File: src/rtl/ir_receiver.sv
// rtl/ir_receiver.sv - pulse-width IR frame receiver with header, 32 data bits and stop
module ir_receiver #(
  parameter int BASE_DELAY = 250,
  parameter int HDR_MIN    = 16
) (
  input  logic        clock,
  input  logic        reset,
  input  logic        rx_enable,
  input  logic        rx_port,
  output logic [31:0] rx_data,
  output logic        rx_received,
  output logic        rx_error,
  output logic        rx_busy
);

  typedef enum logic [1:0] {IDLE, HEADER, DATA, STOP_WAIT} state_t;
  typedef enum logic [1:0] {P_ONE, P_ZERO, P_SYNC, P_BAD} pulse_t;

  // Pulse-width class boundaries, all expressed in clock cycles
  localparam logic [11:0] ONE_LO  = 12'(BASE_DELAY / 2);
  localparam logic [11:0] SYNC_LO = 12'((3 * BASE_DELAY) / 2);
  localparam logic [11:0] ZERO_LO = 12'((5 * BASE_DELAY) / 2);
  localparam logic [11:0] ZERO_HI = 12'((7 * BASE_DELAY) / 2);
  localparam logic [11:0] TMO     = 12'(4 * BASE_DELAY);
  localparam logic [5:0]  HDR_REQ = 6'(HDR_MIN);

  logic        sync1, sync2, sync3;
  logic        edge_seen, fall_seen;
  logic [11:0] cnt;
  pulse_t      pulse;

  state_t      state, state_n;
  logic [5:0]  hdr_cnt, hdr_cnt_n;
  logic [4:0]  bit_cnt, bit_cnt_n;
  logic [31:0] shreg, shreg_n;
  logic [31:0] data_n;
  logic        received_n, error_n;

  // Two-flop synchronizer plus one delay flop used only for edge detection
  always_ff @(posedge clock or posedge reset) begin
    if (reset) begin
      sync1 <= 1'b0;
      sync2 <= 1'b0;
      sync3 <= 1'b0;
    end else begin
      sync1 <= rx_port;
      sync2 <= sync1;
      sync3 <= sync2;
    end
  end

  assign edge_seen = sync2 ^ sync3;
  assign fall_seen = sync3 & ~sync2;

  // Phase-width counter: holds the width of the current phase, restarted at each edge
  always_ff @(posedge clock or posedge reset) begin
    if (reset) begin
      cnt <= '0;
    end else if (edge_seen) begin
      cnt <= 12'd1;
    end else if (cnt != 12'hFFF) begin
      cnt <= cnt + 12'd1;
    end
  end

  // Classify the high pulse that just ended, valid while fall_seen is high
  always_comb begin
    pulse = P_BAD;
    if (cnt >= ONE_LO && cnt < SYNC_LO) begin
      pulse = P_ONE;
    end else if (cnt >= SYNC_LO && cnt < ZERO_LO) begin
      pulse = P_SYNC;
    end else if (cnt >= ZERO_LO && cnt <= ZERO_HI) begin
      pulse = P_ZERO;
    end
  end

  // Frame state and registered outputs
  always_ff @(posedge clock or posedge reset) begin
    if (reset) begin
      state       <= IDLE;
      hdr_cnt     <= '0;
      bit_cnt     <= '0;
      shreg       <= '0;
      rx_data     <= '0;
      rx_received <= 1'b0;
      rx_error    <= 1'b0;
    end else begin
      state       <= state_n;
      hdr_cnt     <= hdr_cnt_n;
      bit_cnt     <= bit_cnt_n;
      shreg       <= shreg_n;
      rx_data     <= data_n;
      rx_received <= received_n;
      rx_error    <= error_n;
    end
  end

  // Next-state decode: disable first, then timeout, then the completed pulse
  always_comb begin
    state_n    = state;
    hdr_cnt_n  = hdr_cnt;
    bit_cnt_n  = bit_cnt;
    shreg_n    = shreg;
    data_n     = rx_data;
    received_n = 1'b0;
    error_n    = 1'b0;
    if (!rx_enable) begin
      state_n = IDLE;
    end else if (state != IDLE && !edge_seen && cnt >= TMO) begin
      state_n = IDLE;
      error_n = 1'b1;
    end else if (fall_seen) begin
      case (state)
        IDLE: begin
          if (pulse == P_SYNC) begin
            state_n   = HEADER;
            hdr_cnt_n = 6'd1;
          end
        end
        HEADER: begin
          if (pulse == P_SYNC) begin
            if (hdr_cnt != 6'd63) hdr_cnt_n = hdr_cnt + 6'd1;
          end else if (pulse == P_BAD) begin
            state_n = IDLE;
            error_n = 1'b1;
          end else if (hdr_cnt >= HDR_REQ) begin
            state_n   = DATA;
            shreg_n   = {shreg[30:0], pulse == P_ONE};
            bit_cnt_n = 5'd1;
          end else begin
            state_n = IDLE;
          end
        end
        DATA: begin
          if (pulse == P_ONE || pulse == P_ZERO) begin
            shreg_n   = {shreg[30:0], pulse == P_ONE};
            bit_cnt_n = bit_cnt + 5'd1;
            if (bit_cnt == 5'd31) state_n = STOP_WAIT;
          end else begin
            state_n = IDLE;
            error_n = 1'b1;
          end
        end
        STOP_WAIT: begin
          state_n = IDLE;
          if (pulse == P_SYNC) begin
            data_n     = shreg;
            received_n = 1'b1;
          end else begin
            error_n = 1'b1;
          end
        end
        default: state_n = IDLE;
      endcase
    end
  end

  assign rx_busy = (state != IDLE);

endmodule

File: config.mk
export PLATFORM = sky130hd
export DESIGN_NAME = ir_receiver
export DESIGN_NICKNAME = d
export VERILOG_FILES = /design/src/rtl/ir_receiver.sv
export SDC_FILE = /design/constraint.sdc
export NUM_CORES = 1
export LEC_CHECK = 0
export CORE_UTILIZATION = 30
export CTS_CLUSTER_DIAMETER = 30
export DETAILED_ROUTE_END_ITERATION = 10
export SETUP_SLACK_MARGIN = 0.05
export SYNTH_ARGS = -nofsm -noshare
export SYNTH_HDL_FRONTEND = slang
export SYNTH_SLANG_ARGS = --single-unit
File: constraint.sdc
create_clock -name clock -period 8.83 [get_ports clock]
set_input_delay 2.649 -clock clock [delete_from_list [all_inputs] [get_ports clock]]
set_output_delay 2.649 -clock clock [all_outputs]
set_load 0.005 [all_outputs]
==> results.cfg, run 1 <==
[floorplanning]
fp.dieArea_sq_um = 14590
core_sq_um = 13830
die_y_um = 120.8
die_width_um = 120.8
ioPinCount = 39
num_rows = 43
start_util_pct = 30.62

[setup_path]
cpPeakStageDelay_ps = 810
cp_max_fo = 33
critPathArrivalTime_ps = 5270
reg2reg_depth = 7
critical_path_required_ps = 9050
worstSetupPathDepth = 5
cp_slowest_cell = nor2_4
worst_setup_path_end_kind = flop
cp_top_family = simple AND/OR/NAND/NOR gates
path_cells = clkdlybuf4s50_1, o311ai_1, or4_1, nor2_4, mux2_2
crit_buf_inv = 1
critPathKind = input pin to flop
critPathLaunchType = input pin

[place]
placed_cells = 541
io_buffers = 38
place.gp.congestion = 0.7731
dp_hpwl_um = 4946

[detailed_routing]
firstDrtPassIters = 4
first_iter_violations = 103
vias_per_cell = 4.820
wl_per_cell_um = 13.59
via_count = 2685
drt-total-wl_um = 7571
postRouteAntennaNets = 0
drc = 0

[timing]
fin_crit_ps = 5055
tns_ps = 0
worst_pin_slew_ps = 1024
min_period_over_period_pct = 57.25
maxSlewHeadroom_pct = 31.11
setup_violations = 0
rsz0062_at_grt = false
fin_skew_ps = 9.686
hold_viol = 0
fmax_mhz = 197.8
slew_viol_final = 0

[power]
power_density_nw_per_um2 = 174.4
ir_drop_v = 0.0001011
p_sw_uw = 203.6
clock_power_share_pct = 46.1
netSwitchingFraction_pct = 23.08
power.static_leakage_nw = 2.309
pwr-share-comb_pct = 3.8
power_frac_seq_pct = 50.1
p_int_uw = 678.6

[yosys]
synthesis.area_sq_um = 4234
synth_nets = 352
synth.area.mux_share_pct = 18.32
synth_edf_count = 0
synthXorXnorAreaFrac_pct = 1.655
synth_seq_cells = 94
yosysWarnings = 0
synth_cell_type_count = 55
synthAdderAreaFrac_pct = 2.660
synthArstFlopShare_pct = 100.0
synth_top_family_by_area = multiplexers
netlist_instances = 339
synth_compound_area_share_pct = 7.210
seq_area_frac_synth_pct = 55.56
synthFlopType = dfrtp_1
synthSimpleGateAreaFrac_pct = 10.82
syn_area_per_cell_sq_um = 12.49

[global_route]
grt-ovfl-total = 0
grt_max_degree = 66
grtUsageTotal_pct = 11.03
grt_pass1_vias = 2639
grt_pass1_wl_um = 12770
antenna_found_initial = 0

[cts]
htreeDepth = 3
clock_latency_ps = 330
cts_resized = 0
clock_path_buffers = 2
cts_hold_buffers = 0
cts_made_buffers = 9
clkTransAtPathRegs_ps = 70
cts_num_sinks = 94
clock-root-buffer = clkbuf_16
postCtsSetupRepairBufs = 0
cts_tree = built

[min_path]
whs_path_depth = 0
hold_path.class = flop to flop

[final_layout]
n_antenna_cell = 0
syn2layout_area_growth_pct = 19.44
final_nets = 385
drive_gt1_share_pct = 22.02
fin_cells = 557

[job]
maxCapViolCount = 0

[run_status]
run_status = completed
-- worst register-to-register path, stage by stage, from the launching register on --
cell and delay [ps]:
dfrtp_1 450, inv_1 140, ha_1 170, nor3b_1 260, o311ai_0 180, or4_1 600
nor2_4 810, mux2_2 430
-- state kept, by name, indices dropped and copies added, names as in the netlist --
signal	count
rx_error	1
shreg	32
sync2	1
sync3	1
cnt	12
state	2
rx_data	32
hdr_cnt	6
rx_received	1
bit_cnt	5
sync1	1
-- layer usage --
| layer | global-route usage [%] | routed length, um | vias up |
|---|---|---|---|
| li1 | - | - | 1278 |
| met1 | 15.14 | 3753 | 1338 |
| met2 | 16.88 | 3412 | 59 |
| met3 | 2.547 | 314 | 10 |
| met4 | 4.167 | 91 | 0 |
| met5 | 0 | 0 | - |
-- worst paths after layout --
path / startpoint / end / slack (ps)
worst min-delay path: sync1$_DFF_PP0_ / sync2$_DFF_PP0_ / 350
max in group asynchronous: reset / rx_data[29]$_DFFE_PP0P_ / 4970
min in group asynchronous: reset / hdr_cnt[0]$_DFFE_PP0P_ / 2670
worst max register to register: cnt[0]$_DFFE_PP0P_ / rx_data[3]$_DFFE_PP0P_ / 5670
worst min register to register: sync1$_DFF_PP0_ / sync2$_DFF_PP0_ / 350
worst max-delay path: rx_enable / rx_data[3]$_DFFE_PP0P_ / 3770
-- final cells by class --
class / count / area [sq um]
Clock buffer: 10 / 239.0
Clock inverter: 6 / 77.57
Fill cell: 1316 / 8770
Inverter: 12 / 46.29
Multi-Input combinational cell: 215 / 1722
Sequential cell: 94 / 2352
Tap cell: 180 / 225.2
Timing Repair Buffer: 40 / 395.4
-- power by group through the flow --
stage	sequential [mW]	combinational, mW	clock (mW)
2_1_floorplan	0.446	0.0298	0
3_3_place_gp	0.451	0.0330	0
3_5_place_dp	0.451	0.0340	0
4_1_cts	0.442	0.0342	0.416
5_1_grt	0.443	0.0395	0.433
6_report	0.442	0.0332	0.407
-- placed cells by master (no fill, tap or decap), types with 2 or more instances in the layout --
master	netlist	final
o311ai_0	2	2
a21boi_0	2	2
nand3b_1	3	3
buf_4	5	2
nor2_1	18	18
clkbuf_16	0	9
mux2_1	8	8
mux2i_1	4	4
nor4_1	4	4
dfrtp_1	94	94
or4_1	2	2
a21oi_1	5	5
or2_2	2	2
o21ai_0	8	8
nand2_1	20	20
o311a_1	2	2
a31oi_1	3	3
clkdlybuf4s50_1	0	38
or3_1	2	2
xnor2_1	5	5
nand4_1	5	5
inv_1	12	11
a211o_1	3	3
nand3_1	8	8
a21o_1	2	2
and3_1	2	2
mux2_2	56	56
nor2b_1	3	3
xor2_1	3	3
inv_8	0	2
ha_1	9	9
a2bb2oi_1	2	2
nor3b_1	2	2
nor3_1	9	9
o311ai_1	2	2
-- metrics by stage --
step	total power [mW]	util, %	instance area, sq um	setup WS [ps]	hold slack [ps]
4_1_cts	0.8923	36.58	5057	3741	357.2
2_1_floorplan	0.4756	-	4234	3732	331.2
5_1_grt	0.9157	36.58	5057	3601	370.8
6_report	0.8822	36.58	5057	3775	354.9
3_3_place_gp	0.4835	34.29	4741	3495	340.2
3_5_place_dp	0.4846	34.29	4741	3388	341.9
-- kinds of logic (layout without fill, tap and decap cells) --
logic type	count (synthesis)	count (layout)
DFF	94	94
AOI/OAI and AO/OA	42	42
adders and majority gates	9	9
buffers and inverters	30	68
muxes	69	69
xor gates and xnor gates	8	8
and+or+nand+nor	87	87
-- synth_stat cells, types with 4 or more instances --
cell type | instances | area share (%)
ha_1 | 9 | 2.7
nor3_1 | 9 | 1.1
a21oi_1 | 5 | 0.59
xnor2_1 | 5 | 1.0
clkbuf_1 | 5 | 0.44
buf_2 | 4 | 0.47
o21ai_0 | 8 | 0.95
nor2_1 | 18 | 1.6
nor4_1 | 4 | 0.59
mux2i_1 | 4 | 0.95
mux2_1 | 8 | 2.1
dfrtp_1 | 94 | 56
nand3_1 | 8 | 0.95
buf_4 | 5 | 0.89
nand4_1 | 5 | 0.74
mux2_2 | 56 | 15
inv_1 | 12 | 1.1
nand2_1 | 20 | 1.8
Note: power is estimated with default switching activity, not from simulation.
==> inputs of run 2 (changes only) <==
==> constraint.sdc (replaced) <==
create_clock -name clock -period 5.27 [get_ports clock]
set_input_delay 1.581 -clock clock [delete_from_list [all_inputs] [get_ports clock]]
set_output_delay 1.581 -clock clock [all_outputs]
set_load 0.005 [all_outputs]
==> results.cfg, run 2 (synthesis results as in run 1) <==
[final_layout]
layout.cells.most_common = dfrtp_1
multi_input_area_sq_um = 1722
reg_top3 = rx_data x32, shreg x32, cnt x12
final_nets = 387
fin_cells = 559
layout_common_cells = dfrtp_1, mux2_2, clkdlybuf4s50_1
syn2layout_area_growth_pct = 19.27
regArea_sq_um = 2352
n_antenna_cell = 0
drive_gt1_share_pct = 22.43
fillers = 1339

[power]
netSwitchingFraction_pct = 23.58
power_frac_seq_pct = 52.1
ir_drop_v = 0.0001532
power_density_nw_per_um2 = 281.8
power.static_leakage_nw = 2.309
pwr-share-comb_pct = 3.9
p_int_mw = 1.087
p_sw_uw = 335.6
clock_power_share_pct = 43.9

[cts]
clock_latency_ps = 340
postCtsSetupRepairBufs = 0
cts_num_sinks = 94
clock_path_buffers = 2
clock-root-buffer = clkbuf_16
cts_hold_buffers = 0
cts_made_buffers = 9
clkTransAtPathRegs_ps = 60
cts_tree = built
htreeDepth = 3
cts_resized = 0

[timing]
slew_viol_final = 0
fmax_mhz = 271.8
rsz0062_at_grt = false
worst_pin_slew_ps = 997.9
fin_crit_ps = 3679
fin_skew_ps = 14.57
maxSlewHeadroom_pct = 32.86
setup_violations = 0
hold_viol = 0
tns_ps = 0
min_period_over_period_pct = 69.81

[place]
dp_hpwl_um = 5061
io_buffers = 38
place.gp.congestion = 0.8066
placed_cells = 543

[floorplanning]
start_util_pct = 30.62
num_rows = 43
die_width_um = 120.8
ioPinCount = 39
core_sq_um = 13830
die_y_um = 120.8
fp.dieArea_sq_um = 14590

[detailed_routing]
wl_per_cell_um = 13.42
postRouteAntennaNets = 0
via_count = 2660
first_iter_violations = 169
drc = 0
firstDrtPassIters = 4
drt-total-wl_um = 7503
vias_per_cell = 4.758

[job]
maxCapViolCount = 0

[global_route]
grtUsageTotal_pct = 11.54
antenna_found_initial = 0
grt-ovfl-total = 0
grt_pass1_wl_um = 13210
grt_max_degree = 54
grt_pass1_vias = 2631

[run_status]
run_status = completed

[setup_path]
cp_max_fo = 33
critPathArrivalTime_ps = 3900
cpPeakStageDelay_ps = 700
critPathKind = input pin to flop
path_cells = clkdlybuf4s50_1, o311ai_1, or4_1, nor2_4, buf_4, mux2_2
critPathLaunchType = input pin
crit_buf_inv = 2
worst_setup_path_end_kind = flop
cp_top_family = buffers and inverters
critical_path_required_ps = 5490
cp_slowest_cell = or4_1

[min_path]
hold_path.class = flop to flop
run 2: cell count changes in the layout (fill, tap and decap cells not counted), sizes merged:
cell	delta
buf	+2
inv	-1
clkinv	+2
bufinv	-1
run 2: worst paths after layout:
check / from / end / slack (ps) / depth (start not counted)
max in group asynchronous: reset / hdr_cnt[2]$_DFFE_PP0P_ / 2710 / 3
min in group asynchronous: reset / rx_data[25]$_DFFE_PP0P_ / 1740 / 2
hold reg to reg: sync1$_DFF_PP0_ / sync2$_DFF_PP0_ / 350 / 0
setup / recovery: rx_enable / rx_data[7]$_DFFE_PP0P_ / 1590 / 6
setup reg to reg: cnt[0]$_DFFE_PP0P_ / rx_data[7]$_DFFE_PP0P_ / 2340 / 8
hold / removal: sync1$_DFF_PP0_ / sync2$_DFF_PP0_ / 350 / 0
run 2: layout make-up:
cell class | count | share of cell area [%]
multi-input cells | 215 | 34.09
flip-flops and latches | 94 | 46.58
clock inverters | 6 | 1.090
repair buffers | 42 | 8.127
inverters | 12 | 0.9167
well taps | 180 | 4.460
clock buffers | 10 | 4.732
run 2: worst register-to-register path: stages (launching register included):
cell and delay (ps):
dfrtp_1 440, inv_1 140, ha_1 170, nor3b_1 280, o311ai_0 210, or4_1 610, nor2_4 150, buf_4 380
mux2_2 420
run 2: per-stage QoR:
step | setup slack [ps] | power, mW | instance area (sq um) | hold slack (ps) | util [%]
after floorplan | 1240 | 0.7969 | 4234 | 331.2 | -
after global placement | 1264 | 0.8117 | 4756 | 337.3 | 34.40
after detailed placement | 1204 | 0.8132 | 4756 | 335.5 | 34.40
after CTS | 1563 | 1.444 | 5050 | 349.4 | 36.52
after global routing | 1472 | 1.486 | 5050 | 376.9 | 36.52
final | 1591 | 1.423 | 5050 | 348.5 | 36.52
run 2: power by group through the flow:
stage | Sequential (mW) | Clock (mW) | Combinational, mW
final | 0.742 | 0.625 | 0.0561
after global routing | 0.743 | 0.677 | 0.0659
after CTS | 0.741 | 0.644 | 0.0581
after detailed placement | 0.755 | 0 | 0.0578
after global placement | 0.755 | 0 | 0.0566
after floorplan | 0.747 | 0 | 0.0499
run 2: routing by layer:
layer / up-vias / share of wire (%) / track usage (%)
li1: 1287 / - / -
met2: 31 / 46 / 17.49
met5: - / 0 / 0
met3: 7 / 2.9 / 3.066
met1: 1335 / 50 / 15.61
met4: 0 / 1.4 / 4.552
